[src/rtl/out_quantizer_pkg.sv]
// Shared types and helpers for the out_quantizer writeback stage:
// FSM state encoding, FIFO sizing and the per-lane threshold quantizer.
package out_quantizer_pkg;

  typedef enum logic [1:0] {
    ST_IDLE  = 2'd0,
    ST_RUN   = 2'd1,
    ST_DRAIN = 2'd2,
    ST_DONE  = 2'd3
  } oq_state_e;

  localparam int FIFO_DEPTH = 4;
  localparam int FIFO_PTR_W = 2;
  localparam int FIFO_CNT_W = 3;
  // Lanes are sign-extended to this width before comparing.
  localparam int QW         = 32;

  function automatic logic [1:0] quantize_lane(
    input logic signed [QW-1:0] acc,
    input logic signed [QW-1:0] t0,
    input logic signed [QW-1:0] t1,
    input logic signed [QW-1:0] t2,
    input logic                 inv
  );
    logic c0;
    logic c1;
    logic c2;
    if (inv) begin
      c0 = (acc <= t0);
      c1 = (acc <= t1);
      c2 = (acc <= t2);
    end else begin
      c0 = (acc >= t0);
      c1 = (acc >= t1);
      c2 = (acc >= t2);
    end
    return {1'b0, c0} + {1'b0, c1} + {1'b0, c2};
  endfunction

endpackage

[src/rtl/oq_fifo.sv]
// Four-entry synchronous FIFO with occupancy count; push and pop may coincide.
// The head word is always visible on head_o; callers guard pop/push with count_o.
module oq_fifo
  import out_quantizer_pkg::*;
#(
  parameter int WIDTH = 8
) (
  input  logic                  clk,
  input  logic                  rst_n,
  input  logic                  push_i,
  input  logic [WIDTH-1:0]      push_data_i,
  input  logic                  pop_i,
  output logic [WIDTH-1:0]      head_o,
  output logic [FIFO_CNT_W-1:0] count_o
);

  logic [WIDTH-1:0]      mem_q [FIFO_DEPTH];
  logic [FIFO_PTR_W-1:0] wr_ptr_q;
  logic [FIFO_PTR_W-1:0] rd_ptr_q;
  logic [FIFO_CNT_W-1:0] count_q;
  logic [FIFO_CNT_W-1:0] count_d;

  // Occupancy next-state.
  always_comb begin
    count_d = count_q;
    case ({push_i, pop_i})
      2'b10:   count_d = count_q + FIFO_CNT_W'(1);
      2'b01:   count_d = count_q - FIFO_CNT_W'(1);
      default: count_d = count_q;
    endcase
  end

  // Storage, pointers and count.
  always_ff @(posedge clk or negedge rst_n) begin
    if (!rst_n) begin
      for (int k = 0; k < FIFO_DEPTH; k++) begin
        mem_q[k] <= '0;
      end
      wr_ptr_q <= '0;
      rd_ptr_q <= '0;
      count_q  <= '0;
    end else begin
      if (push_i) begin
        mem_q[wr_ptr_q] <= push_data_i;
        wr_ptr_q        <= wr_ptr_q + FIFO_PTR_W'(1);
      end
      if (pop_i) begin
        rd_ptr_q <= rd_ptr_q + FIFO_PTR_W'(1);
      end
      count_q <= count_d;
    end
  end

  assign head_o  = mem_q[rd_ptr_q];
  assign count_o = count_q;

endmodule

[src/rtl/out_quantizer.sv]
// Sweeps the accumulator tile buffer in raster order, threshold-quantizes every
// lane to a 2-bit code and streams packed codes over valid/ready with credit-based flow control.
module out_quantizer
  import out_quantizer_pkg::*;
#(
  parameter int  OUT_DATA_WIDTH  = 16,
  parameter int  OC_UNROLL_WIDTH = 4,
  parameter int  TILE_SIZE_WIDTH = 5,
  localparam int OC_UNROLL_NUM   = 1 << OC_UNROLL_WIDTH,
  localparam int OUT_ADDR_WIDTH  = 2 * TILE_SIZE_WIDTH
) (
  input  logic                                    clk,
  input  logic                                    rst_n,
  input  logic                                    start,
  input  logic [TILE_SIZE_WIDTH-1:0]              oh_last,
  input  logic [TILE_SIZE_WIDTH-1:0]              ow_last,
  input  logic [3*OUT_DATA_WIDTH*OC_UNROLL_NUM-1:0] th,
  input  logic [OC_UNROLL_NUM-1:0]                th_inv,
  output logic [OUT_ADDR_WIDTH-1:0]               buf_raddr,
  input  logic [OUT_DATA_WIDTH*OC_UNROLL_NUM-1:0] buf_rdata,
  output logic                                    out_valid,
  input  logic                                    out_ready,
  output logic [2*OC_UNROLL_NUM-1:0]              out_data,
  output logic [OUT_ADDR_WIDTH-1:0]               out_addr,
  output logic                                    out_last,
  output logic                                    busy,
  output logic                                    done
);

  localparam int W  = OUT_DATA_WIDTH;
  localparam int FW = 2 * OC_UNROLL_NUM + OUT_ADDR_WIDTH + 1;

  oq_state_e                   state_q, state_d;
  logic [TILE_SIZE_WIDTH-1:0]  oh_q, oh_d, ow_q, ow_d;
  logic [TILE_SIZE_WIDTH-1:0]  oh_last_q, oh_last_d, ow_last_q, ow_last_d;
  logic [1:0]                  inflight_q, inflight_d;
  logic                        rd_vld_q;
  logic [OUT_ADDR_WIDTH-1:0]   rd_addr_q;
  logic                        rd_last_q;

  logic                        issue_s;
  logic                        at_last_s;
  logic                        pop_s;
  logic [FIFO_CNT_W-1:0]       fifo_count_s;
  logic [FW-1:0]               fifo_head_s;
  logic [2*OC_UNROLL_NUM-1:0]  codes_s;

  assign at_last_s = (oh_q == oh_last_q) && (ow_q == ow_last_q);
  // Reads already issued count against FIFO space so the FIFO can never overflow.
  assign issue_s   = (state_q == ST_RUN) &&
                     (({1'b0, inflight_q} + fifo_count_s) < FIFO_CNT_W'(FIFO_DEPTH));
  assign pop_s     = out_valid && out_ready;

  // FSM next-state.
  always_comb begin
    state_d = state_q;
    case (state_q)
      ST_IDLE:  if (start) state_d = ST_RUN; else state_d = ST_IDLE;
      ST_RUN:   if (issue_s && at_last_s) state_d = ST_DRAIN; else state_d = ST_RUN;
      ST_DRAIN: if (pop_s && out_last) state_d = ST_DONE; else state_d = ST_DRAIN;
      ST_DONE:  state_d = ST_IDLE;
      default:  state_d = ST_IDLE;
    endcase
  end

  // Raster address counters, tile bounds latch and read-credit tracking.
  always_comb begin
    oh_d      = oh_q;
    ow_d      = ow_q;
    oh_last_d = oh_last_q;
    ow_last_d = ow_last_q;
    if ((state_q == ST_IDLE) && start) begin
      oh_d      = '0;
      ow_d      = '0;
      oh_last_d = oh_last;
      ow_last_d = ow_last;
    end else if (issue_s) begin
      if (ow_q == ow_last_q) begin
        ow_d = '0;
        if (at_last_s) oh_d = '0; else oh_d = oh_q + TILE_SIZE_WIDTH'(1);
      end else begin
        ow_d = ow_q + TILE_SIZE_WIDTH'(1);
      end
    end else begin
      oh_d = oh_q;
      ow_d = ow_q;
    end
    case ({issue_s, rd_vld_q})
      2'b10:   inflight_d = inflight_q + 2'd1;
      2'b01:   inflight_d = inflight_q - 2'd1;
      default: inflight_d = inflight_q;
    endcase
  end

  // State, counters and read-metadata pipeline registers.
  always_ff @(posedge clk or negedge rst_n) begin
    if (!rst_n) begin
      state_q    <= ST_IDLE;
      oh_q       <= '0;
      ow_q       <= '0;
      oh_last_q  <= '0;
      ow_last_q  <= '0;
      inflight_q <= 2'd0;
      rd_vld_q   <= 1'b0;
      rd_addr_q  <= '0;
      rd_last_q  <= 1'b0;
    end else begin
      state_q    <= state_d;
      oh_q       <= oh_d;
      ow_q       <= ow_d;
      oh_last_q  <= oh_last_d;
      ow_last_q  <= ow_last_d;
      inflight_q <= inflight_d;
      rd_vld_q   <= issue_s;
      rd_addr_q  <= {oh_q, ow_q};
      rd_last_q  <= issue_s && at_last_s;
    end
  end

  for (genvar i = 0; i < OC_UNROLL_NUM; i++) begin : g_lane
    logic signed [W-1:0] acc_s, t0_s, t1_s, t2_s;
    assign acc_s = buf_rdata[i*W +: W];
    assign t0_s  = th[3*W*i +: W];
    assign t1_s  = th[3*W*i + W +: W];
    assign t2_s  = th[3*W*i + 2*W +: W];
    assign codes_s[2*i +: 2] = quantize_lane(QW'(acc_s), QW'(t0_s), QW'(t1_s),
                                             QW'(t2_s), th_inv[i]);
  end

  oq_fifo #(.WIDTH(FW)) u_fifo (
    .clk         (clk),
    .rst_n       (rst_n),
    .push_i      (rd_vld_q),
    .push_data_i ({rd_last_q, rd_addr_q, codes_s}),
    .pop_i       (pop_s),
    .head_o      (fifo_head_s),
    .count_o     (fifo_count_s)
  );

  assign buf_raddr = {oh_q, ow_q};
  assign out_valid = (fifo_count_s != '0);
  assign out_data  = fifo_head_s[2*OC_UNROLL_NUM-1:0];
  assign out_addr  = fifo_head_s[FW-2 -: OUT_ADDR_WIDTH];
  assign out_last  = fifo_head_s[FW-1];
  assign busy      = (state_q != ST_IDLE);
  assign done      = (state_q == ST_DONE);

endmodule
[config.mk]
export PLATFORM = sky130hd
export DESIGN_NAME = out_quantizer
export DESIGN_NICKNAME = d
export VERILOG_FILES = /design/src/rtl/out_quantizer_pkg.sv /design/src/rtl/oq_fifo.sv /design/src/rtl/out_quantizer.sv
export SDC_FILE = /design/constraint.sdc
export NUM_CORES = 2
export LEC_CHECK = 0
export ABC_CLOCK_PERIOD_IN_PS = 3700
export CAP_MARGIN = 40
export CORE_AREA = 2 2 434 436
export CTS_CLUSTER_DIAMETER = 60
export DETAILED_ROUTE_END_ITERATION = 12
export DIE_AREA = 0 0 436 438
export SLEW_MARGIN = 10
export SYNTH_ARGS = -nofsm -noshare
export SYNTH_HDL_FRONTEND = slang
export SYNTH_HIERARCHICAL = 1
export SYNTH_SLANG_ARGS = --single-unit
[constraint.sdc]
create_clock -name clk -period 3.7 [get_ports clk]
set_input_delay 0.925 -clock clk [delete_from_list [all_inputs] [get_ports clk]]
set_output_delay 0.925 -clock clk [all_outputs]
set_load 0.005 [all_outputs]
==> impl_metrics.ini <==
[global_routing]
grt_overflow_total = 0
grt_max_degree = 75
grt_pass1_vias = 32200
antenna_found_initial = 63
grt_pass1_wl_um = 217000
track_usage = 0.153

[synthesis]
syn_avg_cell_area_um2 = 8.87
ys.flop_type = dfrtp_1
synth_cells = 3403
yosysSeqAreaShare = 0.178
synth_seq_cells = 215
synth_cell_types = 61
async_flop_share = 1.00
synth_nets = 5251
yosysWarningCount = 6
synth_edf_count = 0
synthesis.area_mm2 = 0.0302

[cts]
clk_latency_ns = 0.60
cts_num_sinks = 215
clockBufferDepth = 3
path_clk_slew_ns = 0.06
cts_hold_buf = 0
cts_max_level = 1
cts_tree = built
numCtsBuffers = 30
clockRootBuffer = clkbuf_16

[setup_path]
arrival_ns = 4.16
critPathLaunchType = primary input
critPathRequiredTime_ns = 4.19
slowest_delay_ns = 0.64
crit_top_cell = mux2_2
slowest_stage = or4b_2
crit_fanout = 4
end_kind = flop
critical_path_class = primary input to flop
cp_cell_sequence = clkdlybuf4s50_1 -> inv_1 -> ha_1 -> and4_1 -> a31o_2 -> or4b_2 -> mux2_2 -> fa_1 -> mux2_2

[pwr]
p_leak_nw = 23.1
power_frac_clock = 0.175
vdd_ir_drop_max_mv = 0.335
p_seq_frac = 0.246
swShare = 0.380
internal_power_mw = 10.8
cellPowerDensity_mw_per_mm2 = 365
comb_power_share = 0.578
power.switching_mw = 6.60

[floorplan]
fp-row-count = 159
core_area_mm2 = 0.187
die_w_um = 436
io_pins = 1110
die-area_mm2 = 0.191
initial_core_util = 0.162
die_h_um = 438

[sta]
max_freq_mhz = 273
setup_violations = 0
worstMarginPinSlew_ns = 0.709
rsz0062_at_grt = no
holdWs_ns = 0.288
period_minus_slack_ns = 3.67
max-slew-margin-rel = 0.527
finalCritPeriodShare = 0.991
maxSlewViolCount = 0
skew_ns = 0.0108
timing.final.ws_setup_ns = 0.0331
hold_violations = 0

[placement]
gp_congestion = 0.988
io_buffers = 1109
dpl_worst_slack_ns = -0.692
placed_cells = 7254
dp_hpwl_um = 138000
placed_area_mm2 = 0.0463

[min_path]
hp-class = primary input to async pin

[finish]
fin_nets = 6646
drive_gt1_frac = 0.124
layoutNonFillerInstCount = 7348
post-route-cell-area_mm2 = 0.0475
layout_commonest_cell = clkdlybuf4s50_1
areaGrowthSynthToFinish_pct = 57.4
most-common-layout-cells = clkdlybuf4s50_1, ha_1, inv_1

[routing]
totalWireLength_um = 152000
drc = 0
drt_iter0_markers = 1386
drt_pass1_iterations = 6
routedWlPerCell_um = 20.7
detailroute.via_count = 30800
routed_via_density = 4.19
ant_nets = 0

[job]
max_cap_viol_count = 0

[run_status]
status = finished clean
-- final timing paths --
kind | from | end | slack (ns) | depth (start not counted)
setup / recovery | th[527] | u_fifo/mem_q[106]$_DFFE_PN0P_ | 0.03 | 9
hold / removal | rst_n | ow_last_q[1]$_DFFE_PN0P_ | 0.29 | 1
setup reg to reg | inflight_q[1]$_DFFE_PN0P_ | oh_q[4]$_DFFE_PN0P_ | 1.33 | 6
hold reg to reg | inflight_q[1]$_DFFE_PN0P_ | inflight_q[1]$_DFFE_PN0P_ | 0.49 | 1
max in group asynchronous | rst_n | u_fifo/mem_q[112]$_DFFE_PN0P_ | 2.31 | 2
min in group clk | inflight_q[1]$_DFFE_PN0P_ | inflight_q[1]$_DFFE_PN0P_ | 0.49 | 1
-- layer usage --
metal / GRT usage / up-vias / share of wire
met5: 0 / - / 0.0012
li1: - / 15000 / -
met1: 0.189 / 14700 / 0.43
met2: 0.268 / 823 / 0.49
met3: 0.0305 / 171 / 0.058
met4: 0.0425 / 28 / 0.027
-- per-stage QoR --
stage	power, mW	TNS, ns	util
5_1_grt	18.6	0	0.254
2_1_floorplan	9.22	0	-
6_report	17.3	0	0.255
3_5_place_dp	14.6	-32.57	0.248
4_1_cts	17.8	0	0.254
3_3_place_gp	14.2	-30.68	0.248
-- synth_stat cells (22+ instances only) --
| cell type | number | share of area |
|---|---|---|
| nand4_1 | 154 | 0.032 |
| a31oi_1 | 22 | 0.0046 |
| a211oi_1 | 44 | 0.011 |
| dfrtp_1 | 215 | 0.18 |
| o21ai_0 | 44 | 0.0073 |
| a2111oi_0 | 30 | 0.0087 |
| a21oi_1 | 264 | 0.044 |
| xnor2_1 | 45 | 0.013 |
| mux2i_1 | 35 | 0.012 |
| mux4_2 | 38 | 0.028 |
| mux2_2 | 183 | 0.068 |
| nor2b_1 | 67 | 0.014 |
| nor2_1 | 76 | 0.0094 |
| xor2_1 | 23 | 0.0067 |
| nor4b_1 | 30 | 0.0087 |
| a21o_1 | 90 | 0.022 |
| inv_1 | 743 | 0.092 |
| nand3_1 | 108 | 0.018 |
| nor4_1 | 32 | 0.0066 |
| and4_1 | 31 | 0.0090 |
| ha_1 | 777 | 0.32 |
| nand2_1 | 128 | 0.016 |
| o211ai_1 | 45 | 0.011 |
-- power by group through the flow --
stage | sequential (mW) | clock, mW | combinational [mW]
floorplan | 3.94 | 0 | 5.28
global placement | 4.25 | 0 | 9.99
detailed placement | 4.33 | 0 | 10.2
CTS | 4.29 | 3.16 | 10.4
global route | 4.43 | 3.25 | 10.9
finish | 4.28 | 3.04 | 10.0
-- registers in the layout, summed over array words and instances, names as in the netlist, named ones only --
register,cells
u_fifo/mem_q,172
state_q,1
oh_last_q,5
u_fifo/wr_ptr_q,2
ow_q,5
ow_last_q,5
inflight_q,2
u_fifo/count_o,3
rd_addr_q,10
rd_vld_q,1
u_fifo/rd_ptr_q,2
oh_q,5
rd_last_q,1
-- what timing repair did --
action	CTS	global route
cloned	0	0
resized for setup	5	1
setup buffers	7	0
endpoints found under the setup margin	16	4
-- logic make-up (layout without fill, tap and decap cells) --
family / Yosys count / after routing / share of synthesized area
other: 0 / 34 / 0
muxes: 262 / 262 / 0.113
adders and majority gates: 794 / 794 / 0.333
and+or+nand+nor: 699 / 699 / 0.129
AOI/OAI and AO/OA: 591 / 591 / 0.123
xor gates and xnor gates: 68 / 68 / 0.0197
DFF: 215 / 215 / 0.178
buffers and inverters: 774 / 2190 / 0.103
-- cell type report --
cell class              instances  area [um^2]
fillers                     20100       139000
multi-input cells            2414        21700
repair buffers               1394        13400
flip-flops and latches        215         5390
well taps                    2495         3120
inverters                     743         2790
clock buffers                  40          858
clock inverters                13          196
diodes                         34         85.1
-- worst max-delay path, delay by kind of cell --
| family | cells | cell delay (ns) |
|---|---|---|
| buffers and inverters | 2 | 0.53 |
| adder cells (fa/ha/maj) | 2 | 0.93 |
| AND/OR/NAND/NOR | 2 | 0.92 |
| multiplexers | 2 | 0.63 |
| AO/OA/AOI/OAI | 1 | 0.23 |
No activity file was read; power rests on OpenSTA's default activity.
